$ cat config.mk
export PLATFORM = sky130hd
export DESIGN_NAME = difftest_sim_ctrl_flat
export DESIGN_NICKNAME = d
export VERILOG_FILES = /design/src/rtl/difftest_sim_ctrl_if.sv /design/src/rtl/difftest_sim_ctrl.sv /design/src/flat_wrapper.sv
export SDC_FILE = /design/constraint.sdc
export NUM_CORES = 1
export LEC_CHECK = 0
export BUFFER_PORTS_ARGS = -buffer_cell sky130_fd_sc_hd__buf_4
export CAP_MARGIN = 25
export CELL_PAD_IN_SITES_DETAIL_PLACEMENT = 1
export CELL_PAD_IN_SITES_GLOBAL_PLACEMENT = 2
export CORE_MARGIN = 10
export CORE_UTILIZATION = 36
export CTS_BUF_LIST = sky130_fd_sc_hd__clkbuf_8
export DETAILED_ROUTE_END_ITERATION = 16
export MAX_ROUTING_LAYER = met4
export PLACE_DENSITY = 0.95
export SLEW_MARGIN = 20
export SYNTH_ARGS = -nofsm -noshare
export SYNTH_HDL_FRONTEND = slang
export SYNTH_SLANG_ARGS = --single-unit
$ cat constraint.sdc
create_clock -name clock -period 8.3 [get_ports clock]
set_input_delay 0 -clock clock [delete_from_list [all_inputs] [get_ports clock]]
set_output_delay 0 -clock clock [all_outputs]
set_load 0.02 [all_outputs]
$ cat src/rtl/difftest_sim_ctrl_if.sv
// Handshake bundle between the difftest run controller (master) and SimTop / DPI step engine (slave).
// Optional SIM_CTRL_LOG_WINDOW_EN adds the log window inputs and log_enable output.
interface difftest_sim_ctrl_if #(
  parameter int TRAP_W = 32,
  parameter int CNT_W  = 64
);
  logic [CNT_W-1:0]  cfg_max_cycles;
  logic [CNT_W-1:0]  cfg_max_instrs;
  logic              sim_reset;
  logic              init_req;
  logic              init_ack;
  logic              difftest_step;
  logic [7:0]        commit_cnt;
  logic              step_req;
  logic              step_ack;
  logic [TRAP_W-1:0] step_trap;
  logic              perf_clean;
  logic              perf_dump;
  logic              finish;
  logic [TRAP_W-1:0] finish_code;
  logic [CNT_W-1:0]  cycles;
  logic [CNT_W-1:0]  instrs;
`ifdef SIM_CTRL_LOG_WINDOW_EN
  logic [CNT_W-1:0]  log_begin;
  logic [CNT_W-1:0]  log_end;
  logic              log_enable;

  modport master (
    input  cfg_max_cycles, cfg_max_instrs, init_ack, difftest_step, commit_cnt,
           step_ack, step_trap, log_begin, log_end,
    output sim_reset, init_req, step_req, perf_clean, perf_dump, finish,
           finish_code, cycles, instrs, log_enable
  );

  modport slave (
    output cfg_max_cycles, cfg_max_instrs, init_ack, difftest_step, commit_cnt,
           step_ack, step_trap, log_begin, log_end,
    input  sim_reset, init_req, step_req, perf_clean, perf_dump, finish,
           finish_code, cycles, instrs, log_enable
  );
`else
  modport master (
    input  cfg_max_cycles, cfg_max_instrs, init_ack, difftest_step, commit_cnt,
           step_ack, step_trap,
    output sim_reset, init_req, step_req, perf_clean, perf_dump, finish,
           finish_code, cycles, instrs
  );

  modport slave (
    output cfg_max_cycles, cfg_max_instrs, init_ack, difftest_step, commit_cnt,
           step_ack, step_trap,
    input  sim_reset, init_req, step_req, perf_clean, perf_dump, finish,
           finish_code, cycles, instrs
  );
`endif
endinterface

$ cat src/rtl/difftest_sim_ctrl.sv
// Run-control FSM for difftest simulation: DUT reset, one-shot init, step handshakes, limits, perf dump, finish.
// Optional feature macro SIM_CTRL_LOG_WINDOW_EN enables the registered log_enable window output.
module difftest_sim_ctrl #(
  parameter int RESET_CYCLES = 100,
  parameter int DUMP_CYCLES  = 50,
  parameter int TRAP_W       = 32,
  parameter int CNT_W        = 64
) (
  input logic                 clock,
  input logic                 reset,
  difftest_sim_ctrl_if.master bus
);

  typedef enum logic [2:0] {
    S_RST,
    S_INIT,
    S_RUN,
    S_WAIT,
    S_DUMP,
    S_DONE
  } state_t;

  localparam logic [TRAP_W-1:0] CODE_MAX_CYCLES = TRAP_W'(32'hFFFF_FFFE);
  localparam logic [TRAP_W-1:0] CODE_MAX_INSTRS = TRAP_W'(32'hFFFF_FFFD);
  localparam logic [31:0]       RESET_LAST      = 32'(RESET_CYCLES - 1);
  localparam logic [31:0]       DUMP_LAST       = 32'(DUMP_CYCLES - 1);

  state_t           state;
  logic [31:0]      phase_cnt;
  logic [CNT_W-1:0] cycles_inc;
  logic [CNT_W-1:0] instrs_inc;
  logic             cyc_hit;
  logic             ins_hit;
  logic             trap_hit;
  logic             in_window;

  // Limits are judged on the post-increment counter values so the stop lands exactly on the limit.
  always_comb begin
    cycles_inc = bus.cycles + CNT_W'(1);
    instrs_inc = bus.instrs + CNT_W'(bus.commit_cnt);
    cyc_hit    = (bus.cfg_max_cycles != '0) && (cycles_inc >= bus.cfg_max_cycles);
    ins_hit    = (bus.cfg_max_instrs != '0) && (instrs_inc >= bus.cfg_max_instrs);
    trap_hit   = bus.step_ack && (bus.step_trap != '0);
`ifdef SIM_CTRL_LOG_WINDOW_EN
    in_window  = (bus.log_end > bus.log_begin) &&
                 (cycles_inc >= bus.log_begin) && (cycles_inc < bus.log_end);
`else
    in_window  = 1'b0;
`endif
  end

  always_ff @(posedge clock or posedge reset) begin
    if (reset) begin
      state           <= S_RST;
      phase_cnt       <= '0;
      bus.sim_reset   <= 1'b1;
      bus.init_req    <= 1'b0;
      bus.step_req    <= 1'b0;
      bus.perf_clean  <= 1'b0;
      bus.perf_dump   <= 1'b0;
      bus.finish      <= 1'b0;
      bus.finish_code <= '0;
      bus.cycles      <= '0;
      bus.instrs      <= '0;
`ifdef SIM_CTRL_LOG_WINDOW_EN
      bus.log_enable  <= 1'b0;
`endif
    end else begin
      bus.perf_clean <= 1'b0;
      case (state)
        S_RST: begin
          if (phase_cnt == RESET_LAST) begin
            phase_cnt      <= '0;
            bus.sim_reset  <= 1'b0;
            bus.perf_clean <= 1'b1;
            bus.init_req   <= 1'b1;
            state          <= S_INIT;
          end else begin
            phase_cnt <= phase_cnt + 32'd1;
          end
        end

        S_INIT: begin
          if (bus.init_ack) begin
            bus.init_req <= 1'b0;
            state        <= S_RUN;
          end
        end

        // Stop priority: trap reported by the step engine, then cycle limit, then instruction limit.
        S_RUN, S_WAIT: begin
          bus.cycles <= cycles_inc;
          bus.instrs <= instrs_inc;
`ifdef SIM_CTRL_LOG_WINDOW_EN
          bus.log_enable <= in_window;
`endif
          if ((state == S_WAIT) && trap_hit) begin
            bus.finish_code <= bus.step_trap;
            bus.step_req    <= 1'b0;
            bus.perf_dump   <= 1'b1;
            phase_cnt       <= '0;
            state           <= S_DUMP;
`ifdef SIM_CTRL_LOG_WINDOW_EN
            bus.log_enable  <= 1'b0;
`endif
          end else if (cyc_hit || ins_hit) begin
            bus.finish_code <= cyc_hit ? CODE_MAX_CYCLES : CODE_MAX_INSTRS;
            bus.step_req    <= 1'b0;
            bus.perf_dump   <= 1'b1;
            phase_cnt       <= '0;
            state           <= S_DUMP;
`ifdef SIM_CTRL_LOG_WINDOW_EN
            bus.log_enable  <= 1'b0;
`endif
          end else if (state == S_WAIT) begin
            if (bus.step_ack) begin
              bus.step_req <= 1'b0;
              state        <= S_RUN;
            end
          end else if (bus.difftest_step) begin
            bus.step_req <= 1'b1;
            state        <= S_WAIT;
          end
        end

        S_DUMP: begin
          if (phase_cnt == DUMP_LAST) begin
            bus.perf_dump <= 1'b0;
            bus.finish    <= 1'b1;
            state         <= S_DONE;
          end else begin
            phase_cnt <= phase_cnt + 32'd1;
          end
        end

        S_DONE: begin
          state <= S_DONE;
        end

        default: begin
          state <= S_RST;
        end
      endcase
    end
  end

`ifndef SIM_CTRL_LOG_WINDOW_EN
  logic unused_window;
  assign unused_window = in_window;
`endif

endmodule

$ cat src/flat_wrapper.sv
// flat-port wrapper written by rule: the top's interface ports become plain ports
module difftest_sim_ctrl_flat 
#(
  parameter int RESET_CYCLES = 100,
  parameter int DUMP_CYCLES  = 50,
  parameter int TRAP_W       = 32,
  parameter int CNT_W        = 64
)
  (clock, reset, bus_cfg_max_cycles, bus_cfg_max_instrs, bus_init_ack, bus_difftest_step, bus_commit_cnt, bus_step_ack, bus_step_trap, bus_sim_reset, bus_init_req, bus_step_req, bus_perf_clean, bus_perf_dump, bus_finish, bus_finish_code, bus_cycles, bus_instrs);
  difftest_sim_ctrl_if #(.TRAP_W(TRAP_W), .CNT_W(CNT_W)) bus_i ();
  input logic clock;
  input logic reset;
  input wire logic [$bits(bus_i.cfg_max_cycles)-1:0] bus_cfg_max_cycles;
  input wire logic [$bits(bus_i.cfg_max_instrs)-1:0] bus_cfg_max_instrs;
  input wire logic [$bits(bus_i.init_ack)-1:0] bus_init_ack;
  input wire logic [$bits(bus_i.difftest_step)-1:0] bus_difftest_step;
  input wire logic [$bits(bus_i.commit_cnt)-1:0] bus_commit_cnt;
  input wire logic [$bits(bus_i.step_ack)-1:0] bus_step_ack;
  input wire logic [$bits(bus_i.step_trap)-1:0] bus_step_trap;
  output wire logic [$bits(bus_i.sim_reset)-1:0] bus_sim_reset;
  output wire logic [$bits(bus_i.init_req)-1:0] bus_init_req;
  output wire logic [$bits(bus_i.step_req)-1:0] bus_step_req;
  output wire logic [$bits(bus_i.perf_clean)-1:0] bus_perf_clean;
  output wire logic [$bits(bus_i.perf_dump)-1:0] bus_perf_dump;
  output wire logic [$bits(bus_i.finish)-1:0] bus_finish;
  output wire logic [$bits(bus_i.finish_code)-1:0] bus_finish_code;
  output wire logic [$bits(bus_i.cycles)-1:0] bus_cycles;
  output wire logic [$bits(bus_i.instrs)-1:0] bus_instrs;
  assign bus_i.cfg_max_cycles = bus_cfg_max_cycles;
  assign bus_i.cfg_max_instrs = bus_cfg_max_instrs;
  assign bus_i.init_ack = bus_init_ack;
  assign bus_i.difftest_step = bus_difftest_step;
  assign bus_i.commit_cnt = bus_commit_cnt;
  assign bus_i.step_ack = bus_step_ack;
  assign bus_i.step_trap = bus_step_trap;
  assign bus_sim_reset = bus_i.sim_reset;
  assign bus_init_req = bus_i.init_req;
  assign bus_step_req = bus_i.step_req;
  assign bus_perf_clean = bus_i.perf_clean;
  assign bus_perf_dump = bus_i.perf_dump;
  assign bus_finish = bus_i.finish;
  assign bus_finish_code = bus_i.finish_code;
  assign bus_cycles = bus_i.cycles;
  assign bus_instrs = bus_i.instrs;
  difftest_sim_ctrl #(.RESET_CYCLES(RESET_CYCLES), .DUMP_CYCLES(DUMP_CYCLES), .TRAP_W(TRAP_W), .CNT_W(CNT_W)) u_core (.clock(clock), .reset(reset), .bus(bus_i));
endmodule
# Word level (Yosys, flattened, before mapping)
# Cells that the tools add are included.
[totals]
word_cells = 85
ramBits = 0
out_inout_bits = 166
memories = 0
inputBits = 173
mem_bits_ro = 0
latch_bits = 0
register_bits = 201
[op_classes]
n_div = 0
n_mul = 0
n_mux = 31
magnitude_cmp = 2
bitwise = 0
n_reduce_logical = 23
eq_ne = 15
n_addsub = 3
shift = 0
[op_table]
columns = ["cell", "n"]
rows = [
  ["32-bit 2-to-1 mux", 6],
  ["64-bit >= comparator", 2],
  ["64-bit nonzero test", 2],
  ["32-bit one-hot mux with 3 select lines", 1],
  ["64-bit by 1-bit adder with 64-bit output, second input constant", 1],
  ["64-bit by 8-bit adder with 64-bit output", 1],
  ["32-bit by 1-bit adder with 32-bit output, second input constant", 1],
  ["32-bit by 6-bit == test with 1-bit output, second input constant", 1],
  ["32-bit by 7-bit == test with 1-bit output, second input constant", 1],
  ["32-bit nonzero test", 1],
  ["3-bit 2-to-1 mux", 8],
  ["3-bit one-hot mux with 5 select lines", 1],
  ["1-bit 2-to-1 mux", 12],
  ["3-bit AND reduction", 4],
  ["3-bit by 2-bit == test with 1-bit output, second input constant", 2],
  ["3-bit == test, second input constant", 2],
  ["2-bit AND reduction", 3],
  ["2-bit nonzero test", 3],
  ["5-bit by 2-bit != test with 1-bit output, second input constant", 1],
  ["5-bit != test, second input constant", 1],
  ["5-bit AND reduction", 1],
  ["1-bit logical AND", 4],
  ["2-bit by 1-bit != test with 1-bit output, second input constant", 2],
  ["2-bit != test, second input constant", 2],
  ["other kinds (10)", 11],
]

# Depth between registers and ports, before layout
# Gate-level depths: netlist of the first run.
[depth]
word_depth = 7
mapped_depth = 22
ltp_nobuf = 20

# Least setup slack after synthesis of the first run
# Ideal clock, no wire load.
[synth_path]
path_kind = "register to register"
startpoint = "register u_core.bus.instrs[0] (netlist bit)"
endpoint = "register u_core.phase_cnt[14]"
path_slack_ps = 3430
path_stages_with_launch = 22
synth_period_minus_slack_ps = 4870
path_buffers = 2
arrival_time_ps = 4782
setup_time_ps = 88
required_ps = 8212
cell_sequence = "dfrtp_1 ha_1 inv_1 fa_1 nor2b_1 o21ai_0 a21boi_0 o21ai_0 a21oi_2 nand3_1 clkbuf_1 nor2_1 xor2_1 ha_1 and4_1 a221o_1 a2111o_1 a211oi_1 a21o_1 nand4_1 buf_2 a41oi_1"
[synth_via]
elab_chain_cells = 6
[synth_rtl]
columns = ["element", "line_no", "text"]
rows = [
  ["start, declared", "difftest_sim_ctrl_if.sv:46", "finish_code, cycles, instrs"],
  ["start signal, assigned", "difftest_sim_ctrl.sv:93", "bus.instrs <= instrs_inc;"],
  ["64-bit by 8-bit adder with 64-bit output", "difftest_sim_ctrl.sv:40", "instrs_inc = bus.instrs + CNT_W'(bus.commit_cnt);"],
  ["via u_core.instrs_inc[30]", "difftest_sim_ctrl.sv:31", "logic [CNT_W-1:0] instrs_inc;"],
  ["64-bit >= comparator", "difftest_sim_ctrl.sv:42", "ins_hit = (bus.cfg_max_instrs != '0) && (instrs_inc >= bus.cfg_max_instrs);"],
  ["1-bit logical AND", "difftest_sim_ctrl.sv:42", ""],
  ["1-bit logical OR", "difftest_sim_ctrl.sv:106", "end else if (cyc_hit || ins_hit) begin"],
  ["3-bit by 1-bit != test with 1-bit output (no source line)", "--", ""],
  ["3-bit AND reduction (no source line)", "--", ""],
  ["end signal, assigned", "difftest_sim_ctrl.sv:79", "phase_cnt <= phase_cnt + 32'd1;"],
  ["end signal, assigned", "difftest_sim_ctrl.sv:132", "phase_cnt <= phase_cnt + 32'd1;"],
  ["end, declared", "difftest_sim_ctrl.sv:29", "logic [31:0] phase_cnt;"],
]
# The timed path passes the listed nets, and every way through them passes these cells.
# A chain may end at the register's enable or synchronous reset.

# Worst setup path in the final report of the first run
[layout_path]
startpoint = "register u_core.bus.instrs[0] (netlist bit)"
endpoint = "register u_core.phase_cnt[17]"
# Same word-level chain as after synthesis.

==> summary by stage, run 1 <==
Route
The count of nets left with antenna violations once routing finished came out at 0. The count of TritonRoute iterations in the first routing pass is 5. The per-cell routed wire length is 21.5 µm. In this run, the number of DRC markers left after iteration 0 of detailed routing was 644. Across all layers, the routed design uses 14500 vias. For this run, design rule violations remaining after detail routing come to 0. Wires add up to 57000 µm.

In the routed layout, each cell is associated on average with a via count of 5.47.

Yosys
The share of flip-flops with an asynchronous set or reset is 100%. The arithmetic-cell share of the synthesized area counting full adders, half adders and majority gates is 11.8%. In the post-synthesis netlist, the biggest area contributors are sky130_fd_sc_hd__dfrtp_1 (33%), sky130_fd_sc_hd__ha_1 (12%), sky130_fd_sc_hd__xnor2_1 (8.4%).

The share of synthesized area occupied by flip-flops and latches is 33.7%. The largest area contributor in the synthesized netlist is sky130_fd_sc_hd__dfrtp_1. The synthesized design contains 201 register bits.

The synthesized netlist devotes 14.2% of its cell area to XOR and XNOR gates. The number of distinct standard cells referenced by the synthesized netlist is 74. The synthesized netlist occupies a cell area of 14900 µm². The commonest register cell after synthesis is sky130_fd_sc_hd__dfrtp_1. The mean area per synthesized cell is 8.69 µm².

Counting every net in the synthesized netlist gives 2033. During synthesis, Yosys emitted a total of 0 warnings. Counting every instance in the synthesized netlist gives 1720.

By count the netlist is led by sky130_fd_sc_hd__dfrtp_1 (200), sky130_fd_sc_hd__inv_1 (160), sky130_fd_sc_hd__nand2_1 (160). The cell with the most instances after synthesis is sky130_fd_sc_hd__dfrtp_1. The portion of synthesized area spent on multiplexers is 0.209%. Summing the areas of all compound-gate instances in the mapped netlist gives 11.5% of the synthesized area. By area, the combinational part of the netlist is dominated by simple AND/OR/NAND/NOR gates. Of the post-synthesis cell area, the dominant cell type holds 33.5%. In this run, synthesis inferred 0 flip-flops with an integrated enable.

After Yosys synthesis, and, or, nand and nor cells account for 22.4% of the synthesized area.

Critical path
The data required time of the worst path is 8800 ps. The category of the critical setup timing path is flop to flop. Of all nets on the critical path, the largest fanout is 22. The data arrival time of the critical path is 6690 ps. The type of element capturing the critical path is a flop.

The category of the worst setup path launch point is a flop.

Power
For this design the static power due to leakage is 9.90 nW. Across the VDD grid, the largest voltage drop is 0.0000987 V. For this design the ratio of total power to cell area is 116 nW/µm².

Finish
At the end of the flow, the number of nets in the layout was 2393. The utilization after layout is 47.0%. The final instance area is 19200 µm². The fill cell total of the finished layout is 4830. The sequential cell area in the final layout is 5030 µm².

The multi-input combinational cells in the finished layout cover a total of 9020 µm². The area growth from synthesis to final layout is 28.7%. Cells with a size suffix above 1 make up 21.0% of the layout.

Job
Across the run, the number of max-cap violations was 0.

Timing
On the final layout, the worst clock skew is 19.5 ps. The count of final max-slew check failures is 0. The total count of hold-check failures in the final report is 0. For the pin with the worst max-slew slack, the measured transition is 965 ps. The worst path uses 74.5% of the clock period. The tightest hold path in the finished design has a slack of 101 ps. The sum of negative setup slack is 0 ps. Setup violations remaining at the end of the flow were counted as 0. The shortest period the worst path allows is 6180 ps. Setup repair after global routing left no endpoint under its margin. Based on the critical path, the design can be clocked at up to 0.162 GHz. The relative max-transition margin is 35.7%.

Global routing
The largest net degree at the start of global routing is 78. The number of global-route vias before repair is 15900. The initial antenna violation count is 1.

Summed over all layers, the global routing overflow is 0. Across every metal layer, demand over resource in global routing totals 22.6%. The first global-routing pass estimated 88700 µm of wire.

CTS
The clock buffer count from CTS is 41. The number of clock sinks is 201. Clock-pin slew was measured on the worst setup and hold paths at 60 ps. The CTS root buffer is sky130_fd_sc_hd__clkbuf_8. At the later pin of the worst-skew pair, clock insertion delay measures 600 ps. The clock tree from TritonCTS is yes. The H-tree was split into 2 levels.

The post-cts repair resize count is 0. In this run the deepest clock path goes through 3 buffers.

Floorplan
The initial utilization of the core area, before any placement, comes to 36.5%. After floorplanning, the core was divided into 74 placement rows. The die covers 50100 µm². Measured along the y axis, the die boundary spans 224 µm.

Pin placement for this block handled 339 I/O pins. In this run the horizontal extent of the chip is 224 µm. The core region is 40900 µm².

Placed design
Routability-driven placement finished with a final weighted congestion of 0.914. The half-perimeter wire length after detailed placement is 43000 µm. The quantity of I/O buffers inserted on ports is 338. In this run the cell area measured after placement is 17900 µm².

Status
The run finished with clean final reports.

Min path
The path category of the worst min-delay check is input port to flop.
## layer usage
metal	global-route usage, %	up-vias	part of all wire (%)
met3	4.14	107	5.3
met1	26.3	7168	42
li1	-	6761	-
met4	9.18	0	3.8
met2	38.0	418	49
met5	-	-	0
## cells in the final DEF (no fill, tap or decap), drive strengths merged, types with 8 or more instances in the layout
cell type	instances
dfrtp	200
clkbuf	50
inv	179
nand4	73
nand3	109
o211a	14
nor3	41
xnor2	144
and4	12
a31oi	8
buf	350
a41oi	15
and2	8
xor2	98
nor4	72
dlygate4sd3	44
ha	139
nand2	162
o22a	31
o21ai	24
a21oi	104
and3	27
a21o	10
nor2	118
## through the flow
step / power (mW) / setup slack, ps / cells
3_3_place_gp: 1.18 / 2420 / 2523
4_1_cts: 2.26 / 2150 / 2641
5_1_grt: 2.33 / 1690 / 2644
3_5_place_dp: 1.19 / 2160 / 2523
6_report: 2.23 / 2120 / 2644
2_1_floorplan: 1.08 / 2820 / 1720
## critical path, cell delays in order (launching register included)
cell	delay, ps
sky130_fd_sc_hd__dfrtp_1	380
sky130_fd_sc_hd__ha_1	180
sky130_fd_sc_hd__inv_1	60
sky130_fd_sc_hd__fa_1	410
sky130_fd_sc_hd__nor2b_1	130
sky130_fd_sc_hd__o21ai_0	110
sky130_fd_sc_hd__a21boi_0	240
sky130_fd_sc_hd__o21ai_0	160
sky130_fd_sc_hd__a21oi_2	450
sky130_fd_sc_hd__nand4_1	500
sky130_fd_sc_hd__nor2_1	260
sky130_fd_sc_hd__xor2_1	160
sky130_fd_sc_hd__ha_1	270
sky130_fd_sc_hd__nand4_1	200
sky130_fd_sc_hd__nor4_1	110
sky130_fd_sc_hd__a311oi_1	360
sky130_fd_sc_hd__a31oi_1	170
sky130_fd_sc_hd__o311ai_0	360
sky130_fd_sc_hd__a21o_1	380
sky130_fd_sc_hd__nand4_1	480
sky130_fd_sc_hd__buf_4	420
sky130_fd_sc_hd__a41oi_1	250
## sequential cells by signal (all words and copies together), names as in the netlist, 3 cells and up
| signal | cells |
|---|---|
| u_core.bus.instrs | 64 |
| u_core.bus.cycles | 64 |
| u_core.bus.finish_code | 32 |
| u_core.state | 3 |
| u_core.phase_cnt | 32 |
## final timing paths
path                                                     end                             start  slack [ps]  cells past startpoint
hold reg to reg             u_core.bus.sim_reset$_DFFE_PP1P_  u_core.bus.sim_reset$_DFFE_PP1P_         480                      1
hold / removal              u_core.bus.instrs[6]$_DFFE_PP0N_                 bus_commit_cnt[6]         100                      5
setup reg to reg            u_core.phase_cnt[17]$_DFFE_PP0P_  u_core.bus.instrs[0]$_DFFE_PP0N_        2120                     21
max in group asynchronous  u_core.bus.instrs[22]$_DFFE_PP0N_                             reset        6330                      5
min in group asynchronous  u_core.bus.cycles[56]$_DFFE_PP0N_                             reset         640                      4
setup / recovery            u_core.phase_cnt[17]$_DFFE_PP0P_  u_core.bus.instrs[0]$_DFFE_PP0N_        2120                     21
## layout make-up
cell class                 instances  share of cell area [%]
antenna                            1                  0.0130
tap                              532                    3.46
sequential                       201                    26.2
inverter                         160                    3.16
multi-input combinational       1282                    46.9
clock inverter                    24                   0.566
clock buffer                      50                    3.58
timing repair buffer             394                    16.1
## kinds of logic after synthesis
kind of cell,count (synthesis)
fa+ha+maj,140
xor+xnor,242
compound gates,253
mux,3
flops,201
simple gates,644
buf+inv,237
## timing repair
item	in CTS	in global routing
endpoints found under the hold margin	117	0
hold buffers	44	0
buffers inserted	0	0
endpoints found under the setup margin	0	0
## power by group
part | switching, mW | total (mW) | internal (mW)
logic | 0.112 | 0.212 | 0.101
clock network | 0.488 | 1.03 | 0.545
registers | 0.00000646 | 0.981 | 0.981
(Power assumes the default switching activity.)
==> run 2: changes to the inputs <==
Settings changed: CORE_UTILIZATION 36 to 34, PLACE_DENSITY 0.95 to 0.93.
Clock period 8.3 ns to 6.5 ns, I/O delays scaled along.
==> run 2 against run 1 <==
Against the previous run:
- setup slack got worse by 1500 ps
- register-to-register slack lost 1500 ps
- clock power rose by 22%
- first-iteration DRC count shrank 7.8%
- largest cell class unchanged
- largest power group unchanged
==> summary by stage, run 2 (synthesis results as in run 1) <==
Power
The worst ir drop on vdd is 0.000113 V. The static leakage power is 9.91 nW. The sum of internal, switching and leakage power is 2.79 mW. Dividing total power by cell area gives a power density of 144 nW/µm².

Route
In the routed design, unresolved DRC markers number 0. The via-per-instance ratio is 5.39. The met1 wire length is 24000 µm. The uppermost signal routing layer after detailed routing is met4. Detailed routing placed a total of 27500 µm of wire on met2. The count of nets left with antenna violations once routing finished came out at 0. The per-cell routed wire length is 21.1 µm. The number of design-rule violations left by the first detailed-router iteration is 594. The count of TritonRoute iterations in the first routing pass is 4. The routed design has 56900 µm of wire. The overall via count from detail_route is 14500. The met3 routed wirelength is 3050 µm.

Finish
After routing the design area is 19300 µm². The net count of the finished layout is 2399. The most common cell after layout, fill and taps aside is sky130_fd_sc_hd__buf_4.

Once layout is complete, the utilization of the core stands at 44.6%. The largest registers in the layout are u_core.bus.cycles (64), u_core.bus.instrs (64). The fraction of final layout cells sized beyond drive strength 1 is 21.0%. The area growth from synthesis to layout is 29.2%. Summing all flip-flop and latch instances after layout gives 5030 µm².

The top cell types in the final layout, fill and taps aside, are sky130_fd_sc_hd__buf_4 (352), sky130_fd_sc_hd__dfrtp_1 (200), sky130_fd_sc_hd__inv_1 (174), sky130_fd_sc_hd__nand2_1 (160), sky130_fd_sc_hd__xnor2_1 (144). In the final layout, the multi-input gates occupy 9020 µm². Counting the fill cells in the layout gives 5135. The number of antenna diodes in the final layout is 0.

Critical path
The reg-to-reg critical path startpoint is u_core.bus.cycles[0]$_DFFE_PP0N_. The launch point of the worst path is u_core.bus.cycles[0]$_DFFE_PP0N_. In this run the worst path has a maximum fanout of 32. For the worst setup path, the data required time is 7040 ps.

The critical path goes through ha_1 -> nand3_1 -> nor2_1 -> buf_4 -> nand4_1 -> nor4_4 -> and4_4 -> nand2_1 -> xnor2_1 -> ha_1 -> nand4_1 -> nor4_2 -> nand3_1 -> nor4_1 -> o41ai_1 -> a31o_2 -> a31oi_4 -> o22a_1. The buffer and inverter count on the worst path is 1. Data arrives at the worst endpoint at 6460 ps. The category of the critical setup timing path is flop to flop. The category of the worst setup path launch point is a flop. STA classifies the critical path endpoint as a flop.

The delay of the slowest critical-path stage is 790 ps. The slowest stage of the critical path is the sky130_fd_sc_hd__a31oi_4 cell. The cell type group with the largest total delay on the critical path is simple AND/OR/NAND/NOR gates.

Floorplan
In this run the standard cell core region covers 43300 µm². The number of I/O pins is 339. The floorplan has 76 rows. From left edge to right edge, the die measures 230 µm. The overall die area is 52700 µm².

The floorplan step set the die height to 230 µm. For this configuration, the core starts out at a cell density of 34.5%.

Global routing
The first-pass GRT wire length is 89600 µm. Entering global routing, the biggest net connects 139 pins. The number of global-route vias before repair is 15800.

The total routing usage reported by global routing is 21.7%. The remaining global-route overflow is 0. The initial antenna violation count is 0.

CTS
The clock buffer count from CTS is 40. After clock tree synthesis, the clock-pin slew on the worst setup and hold paths is 60 ps. The clock reaches the later pin of the worst-skew pair after 610 ps. Clock tree synthesis found a total of 201 sinks.

The number of H-tree levels is 2. The clock passes through at most 3 buffers. TritonCTS built the clock tree.

CTS placed an instance of sky130_fd_sc_hd__clkbuf_8 at the clock tree root.

Timing
Setup repair after global routing left no endpoint under its margin. At the pin with the least slew margin, the transition time is 918 ps. The number of setup violations in the final report is 0. Adding up every negative setup slack in the final design gives 0 ps. The count of final max-slew check failures came to 0. Headroom to the max-slew limit came out at 38.8%. The shortest period the worst path allows is 5920 ps.

The final worst slack is 585 ps. The final worst clock skew is 29.0 ps. The total count of hold-check failures in the final report is 0. In the finished design, the share of the clock period the worst path needs comes to 91.0%. The upper clock frequency limit is 0.169 GHz.

Min path
The launch point of the worst hold path is bus_commit_cnt[7]. The path category of the worst min-delay check is input port to flop.

Placed design
At the placement stage, the worst setup path has a slack of 555 ps. The half-perimeter wire length after detailed placement is 43700 µm. The placer's final routability congestion estimate is 0.908. The quantity of I/O buffers inserted on ports is 338. In this run the cell area measured after placement is 18000 µm².

Job
The max capacitance violation total is 0.

Status
The flow ran to the end, and the final reports show no timing, DRC or antenna violations.
-- run 2: worst reg2reg max path: stages, from the launching register on --
cell                      delay [ps]
sky130_fd_sc_hd__dfrtp_1         460
sky130_fd_sc_hd__ha_1            240
sky130_fd_sc_hd__nand3_1         160
sky130_fd_sc_hd__nor2_1          150
sky130_fd_sc_hd__buf_4           160
sky130_fd_sc_hd__nand4_1         300
sky130_fd_sc_hd__nor4_4          570
sky130_fd_sc_hd__and4_4          340
sky130_fd_sc_hd__nand2_1          70
sky130_fd_sc_hd__xnor2_1         130
sky130_fd_sc_hd__ha_1            280
sky130_fd_sc_hd__nand4_1         140
sky130_fd_sc_hd__nor4_2          460
sky130_fd_sc_hd__nand3_1         200
sky130_fd_sc_hd__nor4_1          550
sky130_fd_sc_hd__o41ai_1         180
sky130_fd_sc_hd__a31o_2          390
sky130_fd_sc_hd__a31oi_4         790
sky130_fd_sc_hd__o22a_1          300
-- run 2: final cells by class --
cell class | count | area share [%]
clock inverter | 18 | 0.493
clock buffer | 47 | 3.35
inverter | 160 | 3.15
multi-input combinational | 1282 | 46.7
tap | 585 | 3.79
timing repair buffer | 401 | 16.4
sequential | 201 | 26.1
-- run 2: repair_timing --
action,in CTS,in global routing
gates resized for setup,0,1
hold endpoints to repair,179,2
hold buffers,45,1
setup buffers,0,0
endpoints found under the setup margin,0,1
-- run 2: worst paths after layout --
path,to,slack [ps],cells after the start
max,u_core.bus.finish_code[28]$_DFFE_PP0P_,580,18
min,u_core.bus.instrs[7]$_DFFE_PP0N_,90,4
max reg2reg,u_core.bus.finish_code[28]$_DFFE_PP0P_,580,18
min reg2reg,u_core.bus.sim_reset$_DFFE_PP1P_,480,1
max in group asynchronous,u_core.bus.instrs[21]$_DFFE_PP0N_,4230,6
min in group asynchronous,u_core.bus.init_req$_DFFE_PP0P_,530,4
-- run 2: power breakdown --
| part | internal (mW) | switching (mW) |
|---|---|---|
| Clock | 0.656 | 0.601 |
| Combinational | 0.131 | 0.146 |
| Sequential | 1.25 | 0.00000781 |
| Total | 2.04 | 0.747 |
-- run 2: per-layer routing --
layer | global-route usage [%] | up-vias
li1 | - | 6785
met5 | - | -
met4 | 9.23 | 0
met2 | 35.7 | 441
met3 | 4.61 | 124
met1 | 25.3 | 7177
-- run 2: per-stage QoR --
| step | hold WS, ps | cells |
|---|---|---|
| finish | 90.8 | 2694 |
| global route | 102 | 2694 |
| CTS | 62.7 | 2690 |
| detailed placement | 251 | 2580 |
| global placement | 242 | 2580 |
| floorplan | 148 | 1720 |
